<file path="src/rtl/ace_ar_arbiter.sv">
// ace_ar_arbiter: round-robin arbiter sharing one AR channel between N_CPU
// L1 controllers. The CPU index is appended to the MSHR id on the way out,
// and R beats are routed back to the owning CPU by that index. Per-CPU
// credit counters cap the number of reads each CPU has in flight.

// Per-CPU outstanding-read counter. It never wraps in either direction.
module ace_ar_credit #(
  parameter int MAX_OUTSTANDING = 1,
  parameter int CNT_W           = 1
) (
  input  logic clk,
  input  logic rst,
  input  logic inc,
  input  logic dec,
  output logic avail
);
  logic [CNT_W-1:0] cnt;

  assign avail = (cnt < CNT_W'(MAX_OUTSTANDING));

  // A grant and a last beat in the same cycle cancel out.
  always_ff @(posedge clk) begin
    if (rst)
      cnt <= '0;
    else if (inc && !dec && cnt != CNT_W'(MAX_OUTSTANDING))
      cnt <= cnt + CNT_W'(1);
    else if (dec && !inc && cnt != '0)
      cnt <= cnt - CNT_W'(1);
  end
endmodule

module ace_ar_arbiter #(
  parameter int N_CPU           = 2,
  parameter int MSHR_ID_WIDTH   = 1,
  parameter int CPU_ID_WIDTH    = $clog2(N_CPU),
  parameter int ID_WIDTH        = MSHR_ID_WIDTH + CPU_ID_WIDTH,
  parameter int ADDR_WIDTH      = 32,
  parameter int DATA_WIDTH      = 32,
  parameter int AR_SNOOP_WIDTH  = 4,
  parameter int MAX_OUTSTANDING = 1
) (
  input  logic                              clk,
  input  logic                              rst,
  input  logic [N_CPU-1:0]                  s_ar_valid,
  output logic [N_CPU-1:0]                  s_ar_ready,
  input  logic [N_CPU*MSHR_ID_WIDTH-1:0]    s_ar_id,
  input  logic [N_CPU*ADDR_WIDTH-1:0]       s_ar_addr,
  input  logic [N_CPU*AR_SNOOP_WIDTH-1:0]   s_ar_snoop,
  output logic                              m_ar_valid,
  input  logic                              m_ar_ready,
  output logic [ID_WIDTH-1:0]               m_ar_id,
  output logic [ADDR_WIDTH-1:0]             m_ar_addr,
  output logic [AR_SNOOP_WIDTH-1:0]         m_ar_snoop,
  input  logic                              m_r_valid,
  output logic                              m_r_ready,
  input  logic [ID_WIDTH-1:0]               m_r_id,
  input  logic [DATA_WIDTH-1:0]             m_r_data,
  input  logic [3:0]                        m_r_resp,
  input  logic                              m_r_last,
  output logic [N_CPU-1:0]                  s_r_valid,
  input  logic [N_CPU-1:0]                  s_r_ready,
  output logic [MSHR_ID_WIDTH-1:0]          s_r_id,
  output logic [DATA_WIDTH-1:0]             s_r_data,
  output logic [3:0]                        s_r_resp,
  output logic                              s_r_last,
  output logic                              err_o
);
  localparam int CNT_W = $clog2(MAX_OUTSTANDING + 1);

  typedef enum logic {ARB_IDLE, ARB_HOLD} arb_state_e;

  typedef struct packed {
    logic [MSHR_ID_WIDTH-1:0]  mshr;
    logic [CPU_ID_WIDTH-1:0]   cpu;
    logic [ADDR_WIDTH-1:0]     addr;
    logic [AR_SNOOP_WIDTH-1:0] snoop;
  } ar_req_t;

  arb_state_e              state, state_nxt;
  ar_req_t                 ar_q;
  logic [CPU_ID_WIDTH-1:0] last_grant;
  logic [CPU_ID_WIDTH-1:0] grant_idx;
  logic                    grant_found;
  logic                    grant_fire;
  logic [N_CPU-1:0]        avail;
  logic [N_CPU-1:0]        eligible;
  logic [N_CPU-1:0]        r_last_fire;
  logic [CPU_ID_WIDTH-1:0] r_cpu;
  logic                    cpu_ok;

  assign eligible   = s_ar_valid & avail;
  assign grant_fire = (state == ARB_IDLE) && grant_found && !rst;

  // Rotating priority search starting just after the previous winner.
  always_comb begin
    int idx;
    idx         = 0;
    grant_found = 1'b0;
    grant_idx   = '0;
    for (int k = 1; k <= N_CPU; k++) begin
      idx = int'(last_grant) + k;
      if (idx >= N_CPU) idx = idx - N_CPU;
      if (!grant_found && eligible[idx]) begin
        grant_found = 1'b1;
        grant_idx   = CPU_ID_WIDTH'(idx);
      end
    end
  end

  // State register.
  always_ff @(posedge clk) begin
    if (rst) state <= ARB_IDLE;
    else     state <= state_nxt;
  end

  // Next state and the same-cycle accept strobe toward the winning CPU.
  always_comb begin
    state_nxt  = state;
    s_ar_ready = '0;
    case (state)
      ARB_IDLE: begin
        if (grant_fire) begin
          s_ar_ready[grant_idx] = 1'b1;
          state_nxt             = ARB_HOLD;
        end
      end
      ARB_HOLD: begin
        if (m_ar_ready) state_nxt = ARB_IDLE;
      end
      default: state_nxt = ARB_IDLE;
    endcase
  end

  // Output slice: captured on grant, frozen while HOLD waits for m_ar_ready.
  always_ff @(posedge clk) begin
    if (rst) begin
      ar_q       <= '0;
      last_grant <= CPU_ID_WIDTH'(N_CPU - 1);
    end else if (grant_fire) begin
      ar_q.mshr  <= s_ar_id[grant_idx*MSHR_ID_WIDTH +: MSHR_ID_WIDTH];
      ar_q.cpu   <= grant_idx;
      ar_q.addr  <= s_ar_addr[grant_idx*ADDR_WIDTH +: ADDR_WIDTH];
      ar_q.snoop <= s_ar_snoop[grant_idx*AR_SNOOP_WIDTH +: AR_SNOOP_WIDTH];
      last_grant <= grant_idx;
    end
  end

  assign m_ar_valid = (state == ARB_HOLD);
  assign m_ar_id    = {ar_q.mshr, ar_q.cpu};
  assign m_ar_addr  = ar_q.addr;
  assign m_ar_snoop = ar_q.snoop;

  // R return path: route by the CPU index carried in the low id bits.
  assign r_cpu  = m_r_id[CPU_ID_WIDTH-1:0];
  assign cpu_ok = (int'(r_cpu) < N_CPU);

  // One-hot valid to the owning CPU; ready comes back from that CPU only.
  always_comb begin
    s_r_valid = '0;
    m_r_ready = 1'b1;
    if (cpu_ok) begin
      s_r_valid[r_cpu] = m_r_valid;
      m_r_ready        = s_r_ready[r_cpu];
    end
  end

  assign s_r_id   = m_r_id[ID_WIDTH-1:CPU_ID_WIDTH];
  assign s_r_data = m_r_data;
  assign s_r_resp = m_r_resp;
  assign s_r_last = m_r_last;

  // Sticky flag for beats carrying a CPU index that does not exist.
  always_ff @(posedge clk) begin
    if (rst)                       err_o <= 1'b0;
    else if (m_r_valid && !cpu_ok) err_o <= 1'b1;
  end

  assign r_last_fire = s_r_valid & s_r_ready & {N_CPU{m_r_last}};

  for (genvar i = 0; i < N_CPU; i++) begin : g_cpu
    ace_ar_credit #(
      .MAX_OUTSTANDING (MAX_OUTSTANDING),
      .CNT_W           (CNT_W)
    ) u_credit (
      .clk   (clk),
      .rst   (rst),
      .inc   (s_ar_valid[i] & s_ar_ready[i]),
      .dec   (r_last_fire[i]),
      .avail (avail[i])
    );
  end
endmodule

</file>
<file path="config.mk">
export PLATFORM = sky130hd
export DESIGN_NAME = ace_ar_arbiter
export DESIGN_NICKNAME = d
export VERILOG_FILES = /design/src/rtl/ace_ar_arbiter.sv
export SDC_FILE = /design/constraint.sdc
export NUM_CORES = 1
export LEC_CHECK = 0
export ABC_AREA = 0
export CORE_MARGIN = 4
export CORE_UTILIZATION = 30
export DETAILED_ROUTE_END_ITERATION = 8
export PLACE_DENSITY = 0.84
export SLEW_MARGIN = 20
export SYNTH_ARGS = -nofsm -noshare
export SYNTH_HDL_FRONTEND = slang
export SYNTH_SLANG_ARGS = --single-unit
</file>
<file path="constraint.sdc">
create_clock -name clk -period 4.3 [get_ports clk]
set_input_delay 0.86 -clock clk [delete_from_list [all_inputs] [get_ports clk]]
set_output_delay 0.86 -clock clk [all_outputs]
set_load 0.01 [all_outputs]
</file>
==> impl_metrics.json <==
{
  "status": "finished, final reports clean",
  "synthTopCellsByArea": "dfxtp_1, buf_4, a311oi_2",
  "ios": 204,
  "grt_max_degree": 59,
  "setup_tns_ns": 0,
  "path_clk_slew_ns": 0.07,
  "utilization": 0.472,
  "numCtsBuffers": 5,
  "setup_viol_count_final": 0,
  "antenna_cells": 0,
  "maxCapViolations": 0,
  "core_sq_um": 7410,
  "skew_ns": 0.00664,
  "cp.arrival_ns": 2.53,
  "worstPathCellList": "clkdlybuf4s50_1 > nand2b_4 > a211oi_4 > and2_1 > clkdlybuf4s50_1",
  "met2_usage": 0.254,
  "initial_core_util": 0.316,
  "gp_congestion": 0.709,
  "drv_slew": 0,
  "power_leakage_nw": 1.28,
  "synth-edff-count": 0,
  "pre_cts_ws_ns": 0.903,
  "drive_gt1_frac": 0.106,
  "firstDrtPassIters": 4,
  "cts_root_buffer": "clkbuf_8",
  "reg2reg_from": "g_cpu[1].u_credit.cnt",
  "synth.yosys.seq_area_share": 0.359,
  "die_x_um": 96.3,
  "clockBufferDepth": 2,
  "rsz0062_at_grt": "false",
  "cts_tree": "built",
  "netlist_area_sq_um": 2340,
  "path_class": "input pin to output pin",
  "gr-usage-met3": 0.0391,
  "port_buffers": 128,
  "dp_cells": 450,
  "cp-start-kind": "input pin",
  "vias": 2215,
  "min_to": "m_ar_id[0]",
  "relSlewSlack": 0.489,
  "hold_viol": 0,
  "grt.busiest_layer": "met2",
  "grt_pass1_wl_um": 10500,
  "clk-insertion-delay-late_ns": 0.29,
  "end_kind": "output pin",
  "hpwl_um": 5010,
  "slowest_delay_ns": 0.61,
  "cp_num_buf_inv": 2,
  "yosys_most_used_dff": "dfxtp_1",
  "use_met1": 0.167,
  "powerDensity_nw_per_um2": 349,
  "htreeDepth": 2,
  "hold_class": "flop to flop",
  "die_h_um": 96.3,
  "critPathMostFrequentCell": "clkdlybuf4s50_1",
  "synth_top_area_frac": 0.359,
  "holdWs_ns": 0.463,
  "synth.distinct_cells": 27,
  "cp.required_ns": 3.44,
  "irDropWorstVdd_mv": 0.181,
  "layout_setup_ws_ns": 0.909,
  "period_needed_ns": 3.39,
  "drt_iter0_drc": 103,
  "crit_slowest_cell": "clkdlybuf4s50_1",
  "fp-row-count": 31,
  "hold_path_depth": 2,
  "dieArea_sq_um": 9280,
  "yosys.area.top_type": "dfxtp_1",
  "fin_nets": 479,
  "routed_wl_um": 6930,
  "crit_path_max_fanout": 4,
  "cts_sinks": 42,
  "syn_to_final_growth_pct": 49.4,
  "antenna_left": 0,
  "grt-ovfl-total": 0,
  "async_flop_share": 0,
  "instances_no_fill": 458,
  "syn_inst": 278,
  "ys_top_cells_by_count": "nand2_1, buf_4, dfxtp_1",
  "reg2regPathDepth": 5,
  "r2r_setup_slack_ns": 2.39,
  "yosysMostFrequentCell": "nand2_1",
  "fmax_ghz": 0.295,
  "synth_nets": 399,
  "vias_per_cell": 4.84,
  "hp-start": "m_ar_id[0]",
  "fin_crit_sh": 0.789,
  "hold_buffers": 0,
  "wl_per_cell_um": 15.1,
  "tightest_slew_ns": 0.766,
  "ctsResizeCount": 0,
  "synth-seq-cells": 42,
  "critical_path.top_delay_family": "buffers and inverters",
  "syn-mean-instance-area_sq_um": 8.42,
  "first_global_vias": 2171,
  "r2r_end": "m_ar_addr[29]",
  "grtUsageTotal": 0.145,
  "yosysWarnings": 0,
  "route.detailed.drc": 0,
  "cts_setup_buffers": 0,
  "antenna_found_initial": 0
}
==> worst max path at each step <==
stage	startpoint	end	slack, ns	cells after the start
after global placement	s_ar_valid[0]	s_ar_ready[1]	0.96	5
after CTS	s_ar_valid[0]	s_ar_ready[1]	0.90	5
after floorplan	rst	s_ar_ready[1]	1.64	5
final	s_ar_valid[0]	s_ar_ready[1]	0.91	5
after global routing	s_ar_valid[0]	s_ar_ready[1]	0.85	5
after detailed placement	s_ar_valid[0]	s_ar_ready[1]	0.90	5
==> layout by cell type (no fill, tap or decap), types with 2 or more instances in the layout <==
master	n
nand2b_4	2
nor2_1	39
dfxtp_1	42
clkdlybuf4s50_1	127
clkbuf_8	6
a311oi_1	8
bufinv_16	2
a211oi_1	8
a41oi_1	2
nand2_1	69
a21oi_1	11
o21a_1	2
a311oi_2	21
buf_4	4
and2_1	3
==> per-stage QoR <==
stage / total power [mW] / instance area, sq um
detailed placement: 0.850 / 3350
floorplan: 0.697 / 2340
CTS: 1.24 / 3490
finish: 1.22 / 3490
global placement: 0.842 / 3350
global route: 1.29 / 3490
==> sequential cells by signal, indices dropped and copies added (netlist names) <==
signal              count
m_ar_snoop              4
last_grant              1
m_ar_valid              1
m_ar_addr              32
g_cpu.u_credit.cnt      2
m_ar_id                 2
==> logic make-up (layout without fill, tap and decap cells) <==
group           after synthesis  in the layout  synth area share
mux                           1              1           0.00481
simple gates                119            119             0.211
flops                        42             42             0.359
other cells                   1              1           0.00160
buf+inv                      60            141             0.180
compound gates               55             55             0.243
==> layout make-up <==
type                       count  area, sq um
tap                           99          124
multi-input combinational    176         1080
inverter                       1         3.75
clock inverter                 2         60.1
fill                         708         3910
clock buffer                   6         82.6
sequential                    42          841
timing repair buffer         132         1310
==> worst register-to-register path, delay by kind of cell, from the launching register on <==
kind	cells	cell delay, ns
compound gates	1	0.23
buf+inv	1	0.38
flops	1	0.35
simple gates	3	0.86
==> power by group <==
group | switching [mW] | internal (mW)
clock network | 0.136 | 0.248
registers | 0.0244 | 0.433
logic | 0.174 | 0.205
total | 0.334 | 0.885
==> metal layers <==
layer  up-vias  share of wire
met5         -              0
met4         0          0.023
met3        29          0.082
met2        96           0.48
met1      1021           0.42
li1       1069              -
No activity file was read; power rests on OpenSTA's default activity.
